--- src/rtl/bvb_stream.sv ---
// Broadcast vector buffer: streams vector-RAM sections, fans matching elements into per-channel FIFOs.
// Issue to val_empty low is 2 edges; a full output FIFO stalls its id until the section comes round again.
module bvb_fifo #(
  parameter int WIDTH = 8,
  parameter int DEPTH = 4
) (
  input  logic             clk,
  input  logic             rst,
  input  logic             push_vld,
  input  logic [WIDTH-1:0] push_dat,
  input  logic             pop_rdy,
  output logic [WIDTH-1:0] head_dat,
  output logic             empty,
  output logic             full
);
  localparam int PW = $clog2(DEPTH);

  logic [WIDTH-1:0] mem [DEPTH];
  logic [PW-1:0]    wr_ptr;
  logic [PW-1:0]    rd_ptr;
  logic [PW:0]      count;
  logic             do_push;
  logic             do_pop;

  assign empty    = (count == '0);
  assign full     = (count == (PW+1)'(DEPTH));
  assign do_push  = push_vld & ~full;
  assign do_pop   = pop_rdy & ~empty;
  // Head is forced to zero when empty so reset presents a clean output.
  assign head_dat = empty ? '0 : mem[rd_ptr];

  always_ff @(posedge clk or posedge rst) begin
    if (rst) begin
      wr_ptr <= '0;
      rd_ptr <= '0;
      count  <= '0;
    end else begin
      if (do_push) wr_ptr <= wr_ptr + 1'b1;
      if (do_pop)  rd_ptr <= rd_ptr + 1'b1;
      count <= count + (PW+1)'(do_push) - (PW+1)'(do_pop);
    end
  end

  always_ff @(posedge clk) begin
    if (do_push) mem[wr_ptr] <= push_dat;
  end
endmodule

module bvb_stream #(
  parameter int CHANNEL_NUM  = 4,
  parameter int COL_ID_SIZE  = 10,
  parameter int VAL_BITS     = 8,
  parameter int SECTION_BITS = 3,
  parameter int ADDR_BITS    = 7,
  parameter int OUT_DEPTH    = 4,
  parameter int SKIP_MODE    = 0
) (
  input  logic                                              clk,
  input  logic                                              rst,
  input  logic                                              enable,
  input  logic [ADDR_BITS-1:0]                              image_base,
  output logic                                              ram_en,
  output logic [ADDR_BITS-1:0]                              ram_addr,
  input  logic [(1<<(COL_ID_SIZE-SECTION_BITS))*VAL_BITS-1:0] ram_rdata,
  input  logic [CHANNEL_NUM*COL_ID_SIZE-1:0]                id,
  input  logic [CHANNEL_NUM-1:0]                            id_empty,
  output logic [CHANNEL_NUM-1:0]                            id_read,
  output logic [CHANNEL_NUM*VAL_BITS-1:0]                   val,
  output logic [CHANNEL_NUM-1:0]                            val_empty,
  input  logic [CHANNEL_NUM-1:0]                            val_read
);
  localparam int SECTIONS = 1 << SECTION_BITS;
  localparam int OFF_BITS = COL_ID_SIZE - SECTION_BITS;

  logic [SECTION_BITS-1:0] cur_sec;
  logic [SECTION_BITS-1:0] issue_sec;
  logic [SECTION_BITS-1:0] tag_sec;
  logic                    tag_valid;
  logic                    issue_vld;
  logic [SECTIONS-1:0]     pending;
  logic [SECTION_BITS-1:0] head_sec [CHANNEL_NUM];
  logic [OFF_BITS-1:0]     head_off [CHANNEL_NUM];
  logic [CHANNEL_NUM-1:0]  fifo_full;
  logic [CHANNEL_NUM-1:0]  capture;

  for (genvar i = 0; i < CHANNEL_NUM; i++) begin : g_head
    assign head_sec[i] = id[i*COL_ID_SIZE + OFF_BITS +: SECTION_BITS];
    assign head_off[i] = id[i*COL_ID_SIZE +: OFF_BITS];
  end

  always_comb begin
    pending = '0;
    for (int s = 0; s < SECTIONS; s++) begin
      for (int i = 0; i < CHANNEL_NUM; i++) begin
        if (!id_empty[i] && head_sec[i] == SECTION_BITS'(s)) pending[s] = 1'b1;
      end
    end
  end

  // Skip mode scans cur+SECTIONS down to cur+1 so the nearest successor wins and cur comes last.
  always_comb begin
    issue_sec = cur_sec;
    issue_vld = 1'b1;
    if (SKIP_MODE != 0) begin
      issue_vld = 1'b0;
      for (int k = SECTIONS; k >= 1; k--) begin
        if (pending[cur_sec + SECTION_BITS'(k)]) begin
          issue_sec = cur_sec + SECTION_BITS'(k);
          issue_vld = 1'b1;
        end
      end
    end
  end

  assign ram_en   = enable & issue_vld & ~rst;
  assign ram_addr = image_base + ADDR_BITS'(issue_sec);

  always_ff @(posedge clk or posedge rst) begin
    if (rst) begin
      cur_sec   <= '0;
      tag_valid <= 1'b0;
      tag_sec   <= '0;
    end else begin
      tag_valid <= ram_en;
      tag_sec   <= issue_sec;
      if (ram_en) cur_sec <= (SKIP_MODE != 0) ? issue_sec : issue_sec + 1'b1;
    end
  end

  for (genvar i = 0; i < CHANNEL_NUM; i++) begin : g_ch
    logic [VAL_BITS-1:0] cap_dat;

    assign capture[i] = tag_valid & ~id_empty[i] & (head_sec[i] == tag_sec) & ~fifo_full[i];
    assign cap_dat    = ram_rdata[32'(head_off[i]) * VAL_BITS +: VAL_BITS];

    bvb_fifo #(
      .WIDTH (VAL_BITS),
      .DEPTH (OUT_DEPTH)
    ) u_fifo (
      .clk      (clk),
      .rst      (rst),
      .push_vld (capture[i]),
      .push_dat (cap_dat),
      .pop_rdy  (val_read[i]),
      .head_dat (val[i*VAL_BITS +: VAL_BITS]),
      .empty    (val_empty[i]),
      .full     (fifo_full[i])
    );
  end

  assign id_read = capture;
endmodule

--- config.mk ---
export PLATFORM = sky130hd
export DESIGN_NAME = bvb_stream
export DESIGN_NICKNAME = d
export VERILOG_FILES = /design/src/rtl/bvb_stream.sv
export SDC_FILE = /design/constraint.sdc
export NUM_CORES = 2
export LEC_CHECK = 0
export CAP_MARGIN = 20
export CORE_AREA = 2 2 436 438
export CTS_CLUSTER_DIAMETER = 80
export DETAILED_ROUTE_END_ITERATION = 10
export DIE_AREA = 0 0 438 440
export SETUP_SLACK_MARGIN = 0.5
export SLEW_MARGIN = 0
export SYNTH_ARGS = -nofsm -noshare
export SYNTH_HDL_FRONTEND = slang
export SYNTH_SLANG_ARGS = --single-unit
--- constraint.sdc ---
create_clock -name clk -period 2.8 [get_ports clk]
set_input_delay 0.56 -clock clk [delete_from_list [all_inputs] [get_ports clk]]
set_output_delay 0.56 -clock clk [all_outputs]
set_load 0.01 [all_outputs]
==> impl_metrics.json <==
{
  "setup_viol": 128,
  "start_util_pct": 20.7,
  "chipWidth_um": 438,
  "fillers": 18400,
  "grt_start_max_net_pins": 57,
  "switching_share_pct": 39.0,
  "ir_drop_v": 0.000510,
  "finalCriticalPeriod_ns": 3.09,
  "p_seq_share_pct": 16.0,
  "via_per_inst": 6.00,
  "status": "complete, but fails checks",
  "crit_fanout": 5,
  "hold_viol": 0,
  "clock_latency_ns": 0.43,
  "dr.pass1.iters": 5,
  "cp.required_ns": 2.97,
  "synth_seq_cells": 163,
  "clk_path_buf_depth": 2,
  "area_delta_synth_final_pct": 56.2,
  "rsz0062_at_grt": "yes",
  "gp_congestion": 1.00,
  "clock_power_share_pct": 10.8,
  "clkTransAtPathRegs_ns": 0.07,
  "skew_ns": 0.0158,
  "power.density_mw_per_mm2": 348,
  "setup_ws_ns": -0.291,
  "syn-cell-area_sq_mm": 0.0391,
  "htree_num_levels": 4,
  "setup_tns_ns": -30.38,
  "overflow": 0,
  "fin_hold_ws_ns": 0.501,
  "crit_arrival_ns": 3.27,
  "io_buffers": 1129,
  "finalCritPeriodShare_pct": 110,
  "path_class": "in2reg",
  "slew_viol_final": 0,
  "fmax_mhz": 324,
  "synthesis.nets": 3203,
  "final_nets": 4588,
  "comb_power_share_pct": 73.2,
  "via_count": 36800,
  "worst_pin_slew_ns": 0.747,
  "internal_power_w": 0.0129,
  "holdBufCountCts": 0,
  "ys_seq_area_share_pct": 12.1,
  "dp_hpwl_um": 241000,
  "grt_pass1_vias": 36200,
  "slew-limit-headroom_pct": 50.0,
  "cts_tree": "yes",
  "drv_cap": 0,
  "syn_inst": 2088,
  "drive_gt1_share_pct": 62.1,
  "numCtsBuffers": 17,
  "drc": 0,
  "initialDrtViolationCount": 4662,
  "core_area_sq_mm": 0.189,
  "grt_antenna_before_repair": 250,
  "grt_pass1_wl_um": 362000,
  "crit_path_start_kind": "input port",
  "p_switching_w": 0.00828,
  "cts.sink_count": 163,
  "critPathCaptureType": "register",
  "io_pins": 1130,
  "dieArea_sq_mm": 0.193,
  "hp-class": "reg2reg",
  "layout.area.seq_sq_mm": 0.00473,
  "multiInputGateArea_sq_mm": 0.0333,
  "antenna_left": 0,
  "wl_per_cell_um": 45.9,
  "avgSynthCellArea_sq_um": 18.7,
  "p_leak_nw": 20.5,
  "ys_warn_count": 0,
  "violations": "negative setup slack",
  "grt_usage_pct": 28.3,
  "yosysUniqueCellTypes": 31,
  "rows": 160,
  "die_h_um": 440,
  "clockRootBuffer": "clkbuf_16",
  "routed_wl_um": 282000
}
-- power by group through the flow --
| stage | registers [W] | logic [W] | clock network (W) |
|---|---|---|---|
| 3_3_place_gp | 0.00341 | 0.0134 | 0 |
| 5_1_grt | 0.00343 | 0.0162 | 0.00243 |
| 2_1_floorplan | 0.00323 | 0.00702 | 0 |
| 4_1_cts | 0.00338 | 0.0148 | 0.00232 |
| 6_report | 0.00339 | 0.0155 | 0.00230 |
| 3_5_place_dp | 0.00341 | 0.0136 | 0 |
-- cell usage after synthesis (all sizes together) --
cell type	instances	area, sq um
a21oi	2	10.0
nor2b	4	25.0
o2111ai	1	8.76
a311oi	1	8.76
or3	4	25.0
nor4	2	12.5
and3	1	6.26
nor2	3	11.3
nand2	6	22.5
mux2	37	417
dfrtp	35	876
a221o	1	10.0
mux4	1376	31000
inv	32	120
ha	28	350
nand2b	2	12.5
clkbuf	137	514
a2111oi	3	28.8
a21o	1	7.51
xor2	15	131
fa	5	100
nand3	2	10.0
a311o	1	10.0
xnor2	21	184
edfxtp	128	3840
and2	52	325
buf	188	1020
-- layout by cell type, fill, tap and decap left out, types with 20 or more instances in the layout --
master	count
and2_4	35
clkbuf_16	24
ha_1	20
dlygate4sd2_1	26
edfxtp_1	128
dfrtp_1	27
diode_2	140
buf_8	25
dlymetal6s2s_1	23
buf_16	34
inv_1	30
mux4_2	1376
clkdlybuf4s50_1	1018
buf_4	259
mux2_4	32
buf_6	122
buf_12	156
-- final timing paths --
kind,startpoint,end,slack (ns),depth (start not counted)
min reg2reg,cur_sec[2],tag_sec[2],0.50,0
min in group asynchronous,rst,g_ch[1].u_fifo.count[2],0.68,3
max,id[10],g_ch[1].u_fifo.mem[0][6],-0.29,8
max in group asynchronous,rst,g_ch[0].u_fifo.rd_ptr[1],1.71,3
min,cur_sec[2],tag_sec[2],0.50,0
max reg2reg,tag_sec[2],g_ch[1].u_fifo.count[2],0.46,10
-- logic make-up (layout without fill, tap and decap cells) --
kind of cell / Yosys count / count (layout) / synth area share, %
mux: 1413 / 1413 / 80.4
fa+ha+maj: 33 / 33 / 1.15
xor+xnor: 36 / 36 / 0.807
other cells: 0 / 140 / 0
compound gates: 10 / 10 / 0.215
buf+inv: 357 / 1755 / 4.23
simple gates: 76 / 76 / 1.15
flops: 163 / 163 / 12.1
-- per-layer routing --
metal / up-vias / track usage (%) / part of all wire, %
met2: 3109 / 45.6 / 47
met4: 122 / 15.4 / 7.0
met1: 19600 / 34.3 / 36
met5: - / 0.943 / 0.29
li1: 13300 / - / -
met3: 720 / 7.77 / 10
-- what timing repair did --
action	in CTS	in global routing
pin swaps	39	49
gates cloned	12	7
endpoints found under the setup margin	207	229
setup buffers	105	50
resized for setup	370	168
-- layout make-up --
class	instances	area share [%]
Timing Repair Buffer	1691	30.8
Antenna cell	140	0.574
Inverter	32	0.197
Tap cell	2511	5.15
Clock buffer	17	0.697
Clock inverter	15	0.267
Sequential cell	163	7.75
Multi-Input combinational cell	1568	54.6
-- critical path, cell delays in order --
cell	delay (ns)
buf_16	0.14
buf_12	0.17
buf_12	0.13
buf_6	0.10
mux4_2	0.50
mux4_2	0.67
mux4_2	0.62
mux2_4	0.34
-- registers in the layout (all words and copies together), names as in the netlist --
name / flops
tag_valid: 1
g_ch.u_fifo.mem: 128
g_ch.u_fifo.rd_ptr: 8
g_ch.u_fifo.wr_ptr: 8
g_ch.u_fifo.count: 12
cur_sec: 3
tag_sec: 3
-- through the flow --
| stage | worst slack, ns | total power (W) | cells | utilization, % | instance area (sq um) |
|---|---|---|---|---|---|
| floorplan | -0.133 | 0.0102 | 2088 | - | 40700 |
| global placement | -1.02 | 0.0169 | 5791 | 30.2 | 57000 |
| detailed placement | -1.05 | 0.0170 | 5791 | 30.2 | 57000 |
| CTS | -0.278 | 0.0205 | 5940 | 31.5 | 59300 |
| global route | -0.278 | 0.0220 | 6080 | 32.3 | 60900 |
| finish | -0.291 | 0.0212 | 6137 | 32.4 | 61000 |
No activity file was read; power rests on OpenSTA's default activity.
